$ cat src/rtl/vga_pkg.sv
// Shared VGA raster timing constants and helpers for the sync generator and its axis counters.
package vga_pkg;

    // 640x480 @ 60 Hz timing, the default board setting
    localparam int H_SYNC_640   = 96;
    localparam int H_BACK_640   = 48;
    localparam int H_ACTIVE_640 = 640;
    localparam int H_FRONT_640  = 16;
    localparam int V_SYNC_640   = 2;
    localparam int V_BACK_640   = 33;
    localparam int V_ACTIVE_640 = 480;
    localparam int V_FRONT_640  = 10;

    localparam int H_TOTAL_640     = H_SYNC_640 + H_BACK_640 + H_ACTIVE_640 + H_FRONT_640;
    localparam int V_TOTAL_640     = V_SYNC_640 + V_BACK_640 + V_ACTIVE_640 + V_FRONT_640;
    localparam int H_ACT_START_640 = H_SYNC_640 + H_BACK_640;
    localparam int H_ACT_END_640   = H_ACT_START_640 + H_ACTIVE_640;
    localparam int V_ACT_START_640 = V_SYNC_640 + V_BACK_640;
    localparam int V_ACT_END_640   = V_ACT_START_640 + V_ACTIVE_640;

    // 800x600 @ 60 Hz timing for the later boards with a faster pixel clock
    localparam int H_SYNC_800   = 128;
    localparam int H_BACK_800   = 88;
    localparam int H_ACTIVE_800 = 800;
    localparam int H_FRONT_800  = 40;
    localparam int V_SYNC_800   = 4;
    localparam int V_BACK_800   = 23;
    localparam int V_ACTIVE_800 = 600;
    localparam int V_FRONT_800  = 1;

    localparam int H_TOTAL_800     = H_SYNC_800 + H_BACK_800 + H_ACTIVE_800 + H_FRONT_800;
    localparam int V_TOTAL_800     = V_SYNC_800 + V_BACK_800 + V_ACTIVE_800 + V_FRONT_800;
    localparam int H_ACT_START_800 = H_SYNC_800 + H_BACK_800;
    localparam int H_ACT_END_800   = H_ACT_START_800 + H_ACTIVE_800;
    localparam int V_ACT_START_800 = V_SYNC_800 + V_BACK_800;
    localparam int V_ACT_END_800   = V_ACT_START_800 + V_ACTIVE_800;

    // Sync strobes are active-low on the standard VGA modes
    localparam bit SYNC_POL_DEFAULT = 1'b0;
    localparam int ADDR_W_DEFAULT   = 12;

    // A timing set is usable only if every segment exists and the visible span fits the address width
    function automatic bit segments_valid(input int sync, input int back, input int active,
                                          input int front, input int addr_w);
        return (sync > 0) && (back > 0) && (active > 0) && (front > 0)
            && (longint'(active) <= (longint'(1) << addr_w));
    endfunction

endpackage

$ cat src/rtl/vga_axis_counter.sv
// One raster dimension: counts sync/back/active/front segments and decodes the upcoming count.
module vga_axis_counter
    import vga_pkg::*;
#(
    parameter int SYNC   = H_SYNC_640,
    parameter int BACK   = H_BACK_640,
    parameter int ACTIVE = H_ACTIVE_640,
    parameter int FRONT  = H_FRONT_640,
    parameter int ADDR_W = ADDR_W_DEFAULT
)(
    input  logic              clk,
    input  logic              rst,
    input  logic              en,
    output logic              wrap,
    output logic              next_in_sync,
    output logic              next_in_active,
    output logic [ADDR_W-1:0] next_offset
);

    localparam int TOTAL = SYNC + BACK + ACTIVE + FRONT;
    localparam int CNT_W = (TOTAL > 1) ? $clog2(TOTAL) : 1;

    localparam logic [CNT_W-1:0] LAST      = CNT_W'(TOTAL - 1);
    localparam logic [CNT_W-1:0] SYNC_END  = CNT_W'(SYNC);
    localparam logic [CNT_W-1:0] ACT_START = CNT_W'(SYNC + BACK);
    localparam logic [CNT_W-1:0] ACT_END   = CNT_W'(SYNC + BACK + ACTIVE);

    localparam bit CFG_OK = segments_valid(SYNC, BACK, ACTIVE, FRONT, ADDR_W);

    logic [CNT_W-1:0] cnt;
    logic [CNT_W-1:0] cnt_next;
    logic [CNT_W-1:0] offset_full;

    // Work out where the counter lands on the next edge so outputs can be registered with no lag
    always_comb begin
        cnt_next = cnt;
        if (en) begin
            cnt_next = (cnt == LAST) ? '0 : cnt + CNT_W'(1);
        end
    end

    assign wrap           = en && (cnt == LAST);
    assign next_in_sync   = (cnt_next < SYNC_END);
    assign next_in_active = (cnt_next >= ACT_START) && (cnt_next < ACT_END);
    assign offset_full    = cnt_next - ACT_START;
    assign next_offset    = next_in_active ? ADDR_W'(offset_full) : '0;

    // Position register, parked at zero while reset is held
    always_ff @(posedge clk) begin
        if (rst) begin
            cnt <= '0;
        end else begin
            cnt <= cnt_next;
        end
    end

    // An impossible timing set is reported as soon as the clock runs
    cfg_check: assert property (@(posedge clk) CFG_OK)
        else $error("vga_axis_counter: zero-length segment or ACTIVE exceeds 2**ADDR_W");

endmodule

$ cat src/rtl/vga_sync_module.sv
// VGA raster timing generator: sync strobes, active-video qualifier, pixel coordinates, frame pulse.
module vga_sync_module
    import vga_pkg::*;
#(
    parameter int H_SYNC   = H_SYNC_640,
    parameter int H_BACK   = H_BACK_640,
    parameter int H_ACTIVE = H_ACTIVE_640,
    parameter int H_FRONT  = H_FRONT_640,
    parameter int V_SYNC   = V_SYNC_640,
    parameter int V_BACK   = V_BACK_640,
    parameter int V_ACTIVE = V_ACTIVE_640,
    parameter int V_FRONT  = V_FRONT_640,
    parameter bit SYNC_POL = SYNC_POL_DEFAULT,
    parameter int ADDR_W   = ADDR_W_DEFAULT
)(
    input  logic              vga_clk,
    input  logic              rst,
    output logic              HSYNC_Sig,
    output logic              VSYNC_Sig,
    output logic              Ready_Sig,
    output logic [ADDR_W-1:0] Column_Addr_Sig,
    output logic [ADDR_W-1:0] Row_Addr_Sig,
    output logic              Frame_Start_Sig
);

    logic              h_wrap;
    logic              h_next_sync;
    logic              h_next_active;
    logic [ADDR_W-1:0] h_next_offset;
    logic              v_wrap;
    logic              v_next_sync;
    logic              v_next_active;
    logic [ADDR_W-1:0] v_next_offset;
    logic              next_ready;

    vga_axis_counter #(
        .SYNC   (H_SYNC),
        .BACK   (H_BACK),
        .ACTIVE (H_ACTIVE),
        .FRONT  (H_FRONT),
        .ADDR_W (ADDR_W)
    ) u_h_axis (
        .clk            (vga_clk),
        .rst            (rst),
        .en             (1'b1),
        .wrap           (h_wrap),
        .next_in_sync   (h_next_sync),
        .next_in_active (h_next_active),
        .next_offset    (h_next_offset)
    );

    // The vertical axis steps once per line, on the horizontal wrap
    vga_axis_counter #(
        .SYNC   (V_SYNC),
        .BACK   (V_BACK),
        .ACTIVE (V_ACTIVE),
        .FRONT  (V_FRONT),
        .ADDR_W (ADDR_W)
    ) u_v_axis (
        .clk            (vga_clk),
        .rst            (rst),
        .en             (h_wrap),
        .wrap           (v_wrap),
        .next_in_sync   (v_next_sync),
        .next_in_active (v_next_active),
        .next_offset    (v_next_offset)
    );

    assign next_ready = h_next_active && v_next_active;

    // Register every output from the next-count decode so it lines up with the counters
    always_ff @(posedge vga_clk) begin
        if (rst) begin
            HSYNC_Sig       <= SYNC_POL;
            VSYNC_Sig       <= SYNC_POL;
            Ready_Sig       <= 1'b0;
            Column_Addr_Sig <= '0;
            Row_Addr_Sig    <= '0;
            Frame_Start_Sig <= 1'b0;
        end else begin
            HSYNC_Sig       <= h_next_sync ? SYNC_POL : ~SYNC_POL;
            VSYNC_Sig       <= v_next_sync ? SYNC_POL : ~SYNC_POL;
            Ready_Sig       <= next_ready;
            Column_Addr_Sig <= next_ready ? h_next_offset : '0;
            Row_Addr_Sig    <= next_ready ? v_next_offset : '0;
            Frame_Start_Sig <= h_wrap && v_wrap;
        end
    end

endmodule
$ cat config.mk
export PLATFORM = sky130hd
export DESIGN_NAME = vga_sync_module
export DESIGN_NICKNAME = d
export VERILOG_FILES = /design/src/rtl/vga_pkg.sv /design/src/rtl/vga_axis_counter.sv /design/src/rtl/vga_sync_module.sv
export SDC_FILE = /design/constraint.sdc
export NUM_CORES = 1
export LEC_CHECK = 0
export CORE_ASPECT_RATIO = 1.75
export CORE_MARGIN = 8
export CORE_UTILIZATION = 49
export CTS_CLUSTER_SIZE = 14
export DETAILED_ROUTE_END_ITERATION = 7
export PLACE_DENSITY_LB_ADDON = 0.3
export SLEW_MARGIN = 20
export SYNTH_ARGS = -nofsm -noshare
export SYNTH_HDL_FRONTEND = slang
export SYNTH_SLANG_ARGS = --single-unit
$ cat constraint.sdc
create_clock -name vga_clk -period 3.71 [get_ports vga_clk]
set_input_delay 0.371 -clock vga_clk [delete_from_list [all_inputs] [get_ports vga_clk]]
set_output_delay 0.371 -clock vga_clk [all_outputs]
set_load 0.005 [all_outputs]
== Word-level counts from Yosys, hierarchy flattened ==
Cells that the tools add are included.

* Logic and storage cells: 38
* Bits in latches: 0
* RAM bits: 0
* Memories: 0
* Output and inout port bits: 28
* Input bits: 2
* ROM bits: 0
* Bits in registers: 48

* Div/mod/pow operators: 0
* Add/subtract/negate cells: 4
* Shift-type cells: 0
* Equality and inequality tests: 2
* Reduce and logical (&&, ||, !) cells: 8
* Order comparisons: 6
* Bitwise operators: 3
* Muxes and demuxes: 5
* Multipliers: 0

{| class="wikitable"
|+ Operators with widths
! cell !! number
|-
| $mux 10 || 3
|-
| $add 10x1->10 const B || 2
|-
| $eq 10x10->1 const B || 2
|-
| $lt 10x10->1 const B || 2
|-
| $ge 10x6->1 const B || 1
|-
| $ge 10x8->1 const B || 1
|-
| $lt 10x2->1 const B || 1
|-
| $lt 10x7->1 const B || 1
|-
| $sub 10x6->10 const B || 1
|-
| $sub 10x8->10 const B || 1
|-
| $reduce_or 3->1 || 2
|-
| $logic_and 1x1->1 || 5
|-
| $not 1->1 || 3
|-
| $mux 1 || 2
|-
| $reduce_or 2->1 || 1
|}

== Depth between registers and ports, before layout ==
* Depth in word-level cells: 8
* Depth in mapped cells: 14
* Mapped depth without buffers: 13

== By module ==
A second synthesis with hierarchy kept.

* Cells, all modules: 347
* Area total of the unflattened synthesis: 3204.3 um^2

{| class="wikitable"
|+ Modules (own cells, without submodules)
! module !! cells an instance !! instances !! area an instance (um^2) !! seq. area each (um^2)
|-
| vga_axis_counter at u_h_axis || 144 || 1 || 1308.8 || 200.2
|-
| vga_axis_counter at u_v_axis || 140 || 1 || 1017.2 || 200.2
|-
| vga_sync_module || 63 || 1 || 878.3 || 560.5
|}

== Worst setup path after synthesis ==
No wires, ideal clock.

* Path kind: reg-to-reg
* From: reg u_h_axis.cnt[0]
* To: reg Column_Addr_Sig[0]
* Path slack: 0.119 ns
* Library setup time: 0.074 ns
* Stages on the path, launching flop included: 13
* Buffers on the path: 2
* Clock period less this slack: 3.591 ns
* Data required time: 3.636 ns
* Data arrival time: 3.518 ns
* Cells stage by stage: dfxtp_1 > ha_1 > nand4_1 > nor3_1 > clkbuf_1 > o21ai_0 > ha_1 > a2111oi_4 > o211ai_2 > or4_1 > a21o_1 > buf_6 > nor3_4

* Word-level cells in the longest chain between the ends: 7
* Elaborated cells on any way between the ends: 15
* Classes of those cells: add/sub: 2; order compare: 4; eq/ne: 1; mux: 2; bitwise: 2; reduce/logical: 4

{| class="wikitable"
|+ Ends and longest elaborated chain
! element !! line !! RTL
|-
| from (decl) || vga_axis_counter.sv:30 || <nowiki>logic [CNT_W-1:0] cnt;</nowiki>
|-
| from (signal assigned) || vga_axis_counter.sv:53 || <nowiki>cnt <= cnt_next;</nowiki>
|-
| $eq 10x10->1 (*) || vga_axis_counter.sv:42 || <nowiki>assign wrap = en && (cnt == LAST);</nowiki>
|-
| $mux 10 (*) || vga_axis_counter.sv:37 || <nowiki>if (en) begin</nowiki>
|-
| net u_v_axis.cnt_next[0] || vga_axis_counter.sv:31 || <nowiki>logic [CNT_W-1:0] cnt_next;</nowiki>
|-
| $ge 10x6->1 or $lt 10x10->1 (tied branches) || vga_axis_counter.sv:44 || <nowiki>assign next_in_active = (cnt_next >= ACT_START) && (cnt_next < ACT_END);</nowiki>
|-
| $logic_and 1x1->1 (*) || vga_axis_counter.sv:44 ||
|-
| $logic_and 1x1->1 (*) || vga_sync_module.sv:69 || <nowiki>assign next_ready = h_next_active && v_next_active;</nowiki>
|-
| $not 1->1 (no line) (*) || - ||
|-
| $reduce_or 3->1 (no line) (*) || - ||
|-
| to (signal assigned) || vga_sync_module.sv:84 || <nowiki>Column_Addr_Sig <= next_ready ? h_next_offset : '0;</nowiki>
|-
| to (decl) || vga_sync_module.sv:21 || <nowiki>output logic [ADDR_W-1:0] Column_Addr_Sig,</nowiki>
|}

The timed path passes the listed nets; every way through them passes the cells marked *.
A chain may end at the register's enable or synchronous reset.

== Worst setup path after layout ==
* From: reg u_v_axis.cnt[1]
* To: reg Column_Addr_Sig[0]

* Word-level cells in the longest chain between the ends: 8
* Elaborated cells on any way between the ends: 10
* Classes of those cells: add/sub: 1; order compare: 2; eq/ne: 1; mux: 2; bitwise: 1; reduce/logical: 3

{| class="wikitable"
|+ Ends and longest elaborated chain
! element !! line !! RTL
|-
| from (decl) || vga_axis_counter.sv:30 ||
|-
| from (signal assigned) || vga_axis_counter.sv:53 ||
|-
| $eq 10x10->1 (*) || vga_axis_counter.sv:38 || <nowiki>cnt_next = (cnt == LAST) ? '0 : cnt + CNT_W'(1);</nowiki>
|-
| $mux 10 (*) || vga_axis_counter.sv:38 ||
|-
| $mux 10 (*) || vga_axis_counter.sv:37 ||
|-
| net u_v_axis.cnt_next[0] || vga_axis_counter.sv:31 ||
|-
| $ge 10x6->1 or $lt 10x10->1 (tied branches) || vga_axis_counter.sv:44 ||
|-
| $logic_and 1x1->1 (*) || vga_axis_counter.sv:44 ||
|-
| $logic_and 1x1->1 (*) || vga_sync_module.sv:69 ||
|-
| $not 1->1 (no line) (*) || - ||
|-
| $reduce_or 3->1 (no line) (*) || - ||
|}

Marked as above.

==> out/metrics.yaml <==
ys_ff_latch: 44
status: "finished, final reports clean"
wl_um: 5256
dr.pass1.iters: 6
diodes: 0
tightest_slew_ns: 0.5906
cts.root.buffer_cell: "clkbuf_8"
dpl.cell_count: 319
grt_max_degree: 20
rows: 32
cts.sinks: 44
drt_iter0_markers: 60
synthArstFlopShare: 0
drc: 0
hpwl_um: 4085
max_cap_viol_count: 0
power_frac_clock: 0.380
fp.dieW_um: 66.48
antenna_left: 0
htree_levels: 2
hold_viol_final: 0
postCtsHoldBufs: 0
syn_avg_cell_area_um2: 9.141
cellLeakagePower_uw: 0.001022
vias: 1827
numPortBuffers: 25
wl_per_cell_um: 16.02
synth_most_common_cell: "dfxtp_1"
die_area_um2: 6935
grt_pass1_vias: 1892
p_sw_uw: 165.2
core_area_um2: 4364
crit_required_ns: 3.93
final_cells: 328
fin_crit_sh: 0.9444
boundaryPins: 30
setup_tns_ns: 0
layout-drive-gt1-share: 0.2094
p_comb_frac: 0.019
clock-skew-final_ns: 0.006360
netlist_area_um2: 2185
synth_edf_count: 0
synth_top_area_frac: 0.4032
hold_class: "reg2reg"
seq_power_share: 0.602
cp.arrival_ns: 3.72
fin_crit_ns: 3.504
die_y_um: 104.3
end_kind: "register"
synthCells: 239
clock_path_buffers: 2
slew_violations: 0
p_per_area_nw_per_um2: 298.8
final_nets: 285
crit_fanout: 9
crit_type: "reg2reg"
placed_cell_area_um2: 2536
critPathSlowestCell: "or4_1"
vias_per_cell: 5.570
setup_violations: 0
cts_buffers: 5
ir_worst_vdd_mv: 0.2587
synth_area_leaders: "dfxtp_1, nor2_2, ha_1"
yosysSeqAreaShare: 0.4032
antenna_found_initial: 0
grt.overflow.total: 0
path_clk_slew_ns: 0.08
cts_tree: "yes"
layout-area-overhead-vs-synth_pct: 21.99
cp-start-kind: "register"
whs_ns: 0.5984
netlist-cell-type-count: 56
netSwitchingFraction: 0.2074
insertion_delay_ns: 0.29
initial_core_util: 0.5006
slowest_delay_ns: 0.51
crit_path_cell_trace: "inv_1 > ha_1 > or4bb_4 > nor4b_4 > nor2_2 > nand2_1 > o21ai_0 > ha_2 > a2111oi_4 > o211ai_2 > or4_1 > a21o_4 > buf_4 > nor3_4"
yosysWarnings: 0
synthFlopType: "dfxtp_1"
track_usage: 0.1585
netlist_top_cells_count: "dfxtp_1, nor2_1, nor2_2"
timing.fmax_ghz: 0.2854
cellInternalPower_uw: 631.2
yosysTopAreaCell: "dfxtp_1"
slew-limit-headroom: 0.6021
final_cell_area_um2: 2665
place.gp.congestion: 0.9218
grt_first_pass_wirelength_um: 8666
layout make-up:
cell class	count	area [um^2]
fillers	393	1699
multi-input cells	173	1215
flip-flops and latches	44	880.8
repair buffers	42	377.9
clock buffers	8	90.09
well taps	51	63.81
inverters	10	37.54
power groups by stage:
stage                     Sequential [uW]  Clock, uW  Combinational [uW]
after global placement                490          0                14.8
after CTS                             479        311                15.1
after global routing                  480        328                16.3
after floorplan                       489          0                13.4
final                                 479        302                15.0
after detailed placement              490          0                15.0
routing by layer:
layer / global-route usage / up-vias / routed length (um) / share of wire
met5: 0 / - / 0 / 0
met3: 0.02913 / 25 / 153 / 0.029
met1: 0.1367 / 848 / 1869 / 0.36
met2: 0.2894 / 48 / 2871 / 0.55
met4: 0.1352 / 0 / 360 / 0.068
li1: - / 906 / - / -
placed cells by master (no fill, tap or decap), drive strengths merged, types with 2 or more instances in the layout:
master,synthesis,layout
a21o,2,2
a21oi,12,12
a31o,2,2
a31oi,2,2
and2,4,4
and3,4,4
and4,2,2
buf,7,17
clkbuf,8,8
clkdlybuf4s50,0,25
conb,1,4
dfxtp,44,44
ha,7,7
inv,10,10
nand2,9,9
nand2b,2,2
nand3,9,9
nand4,5,5
nand4b,2,2
nor2,37,37
nor3,6,6
nor4,6,6
o21a,2,2
o21ai,12,12
o31a,2,2
or2,2,2
xnor2,9,9
xor2,8,8
logic make-up after synthesis:
logic type,Yosys count,synth area share
flip-flops,44,0.4032
adder cells (fa/ha/maj),7,0.04009
multiplexers,1,0.005154
AO/OA/AOI/OAI,49,0.1684
XOR/XNOR,17,0.06816
AND/OR/NAND/NOR,95,0.2531
buffers and inverters,25,0.06014
other,1,0.001717
worst paths after layout:
path	start	endpoint	slack (ns)	cells after the start
max	u_v_axis.cnt[1]$_SDFF_PP0_	Column_Addr_Sig[0]$_SDFF_PP0_	0.21	14
min	u_h_axis.cnt[0]$_SDFF_PP0_	Column_Addr_Sig[0]$_SDFF_PP0_	0.60	1
max reg2reg	u_v_axis.cnt[1]$_SDFF_PP0_	Column_Addr_Sig[0]$_SDFF_PP0_	0.21	14
min reg2reg	u_h_axis.cnt[0]$_SDFF_PP0_	Column_Addr_Sig[0]$_SDFF_PP0_	0.60	1
through the flow:
stage / power (uW) / worst slack [ns] / utilization
after global placement: 505.1 / 0.2056 / 0.5811
after global routing: 824.4 / -0.01450 / 0.6107
after floorplan: 502.7 / 0.1188 / -
after CTS: 804.9 / 0.02099 / 0.6018
final: 796.4 / 0.2064 / 0.6107
after detailed placement: 505.3 / 0.07840 / 0.5811
sequential cells by signal, indices dropped and copies added, names as in the netlist:
signal	cells
u_v_axis.cnt	10
HSYNC_Sig	1
Row_Addr_Sig	10
Column_Addr_Sig	10
Frame_Start_Sig	1
VSYNC_Sig	1
u_h_axis.cnt	10
Ready_Sig	1
timing repair:
action,CTS,global route
gates resized for setup,0,7
endpoints found under the setup margin,0,20
setup buffers,0,1
critical path: cells and delay by family, from the launching register on:
family / cells / cell delay, ns
simple gates: 6 / 1.55
compound gates: 4 / 0.86
fa+ha+maj: 2 / 0.38
flops: 1 / 0.34
buf+inv: 2 / 0.29
Power figures use the tool's default switching activity.
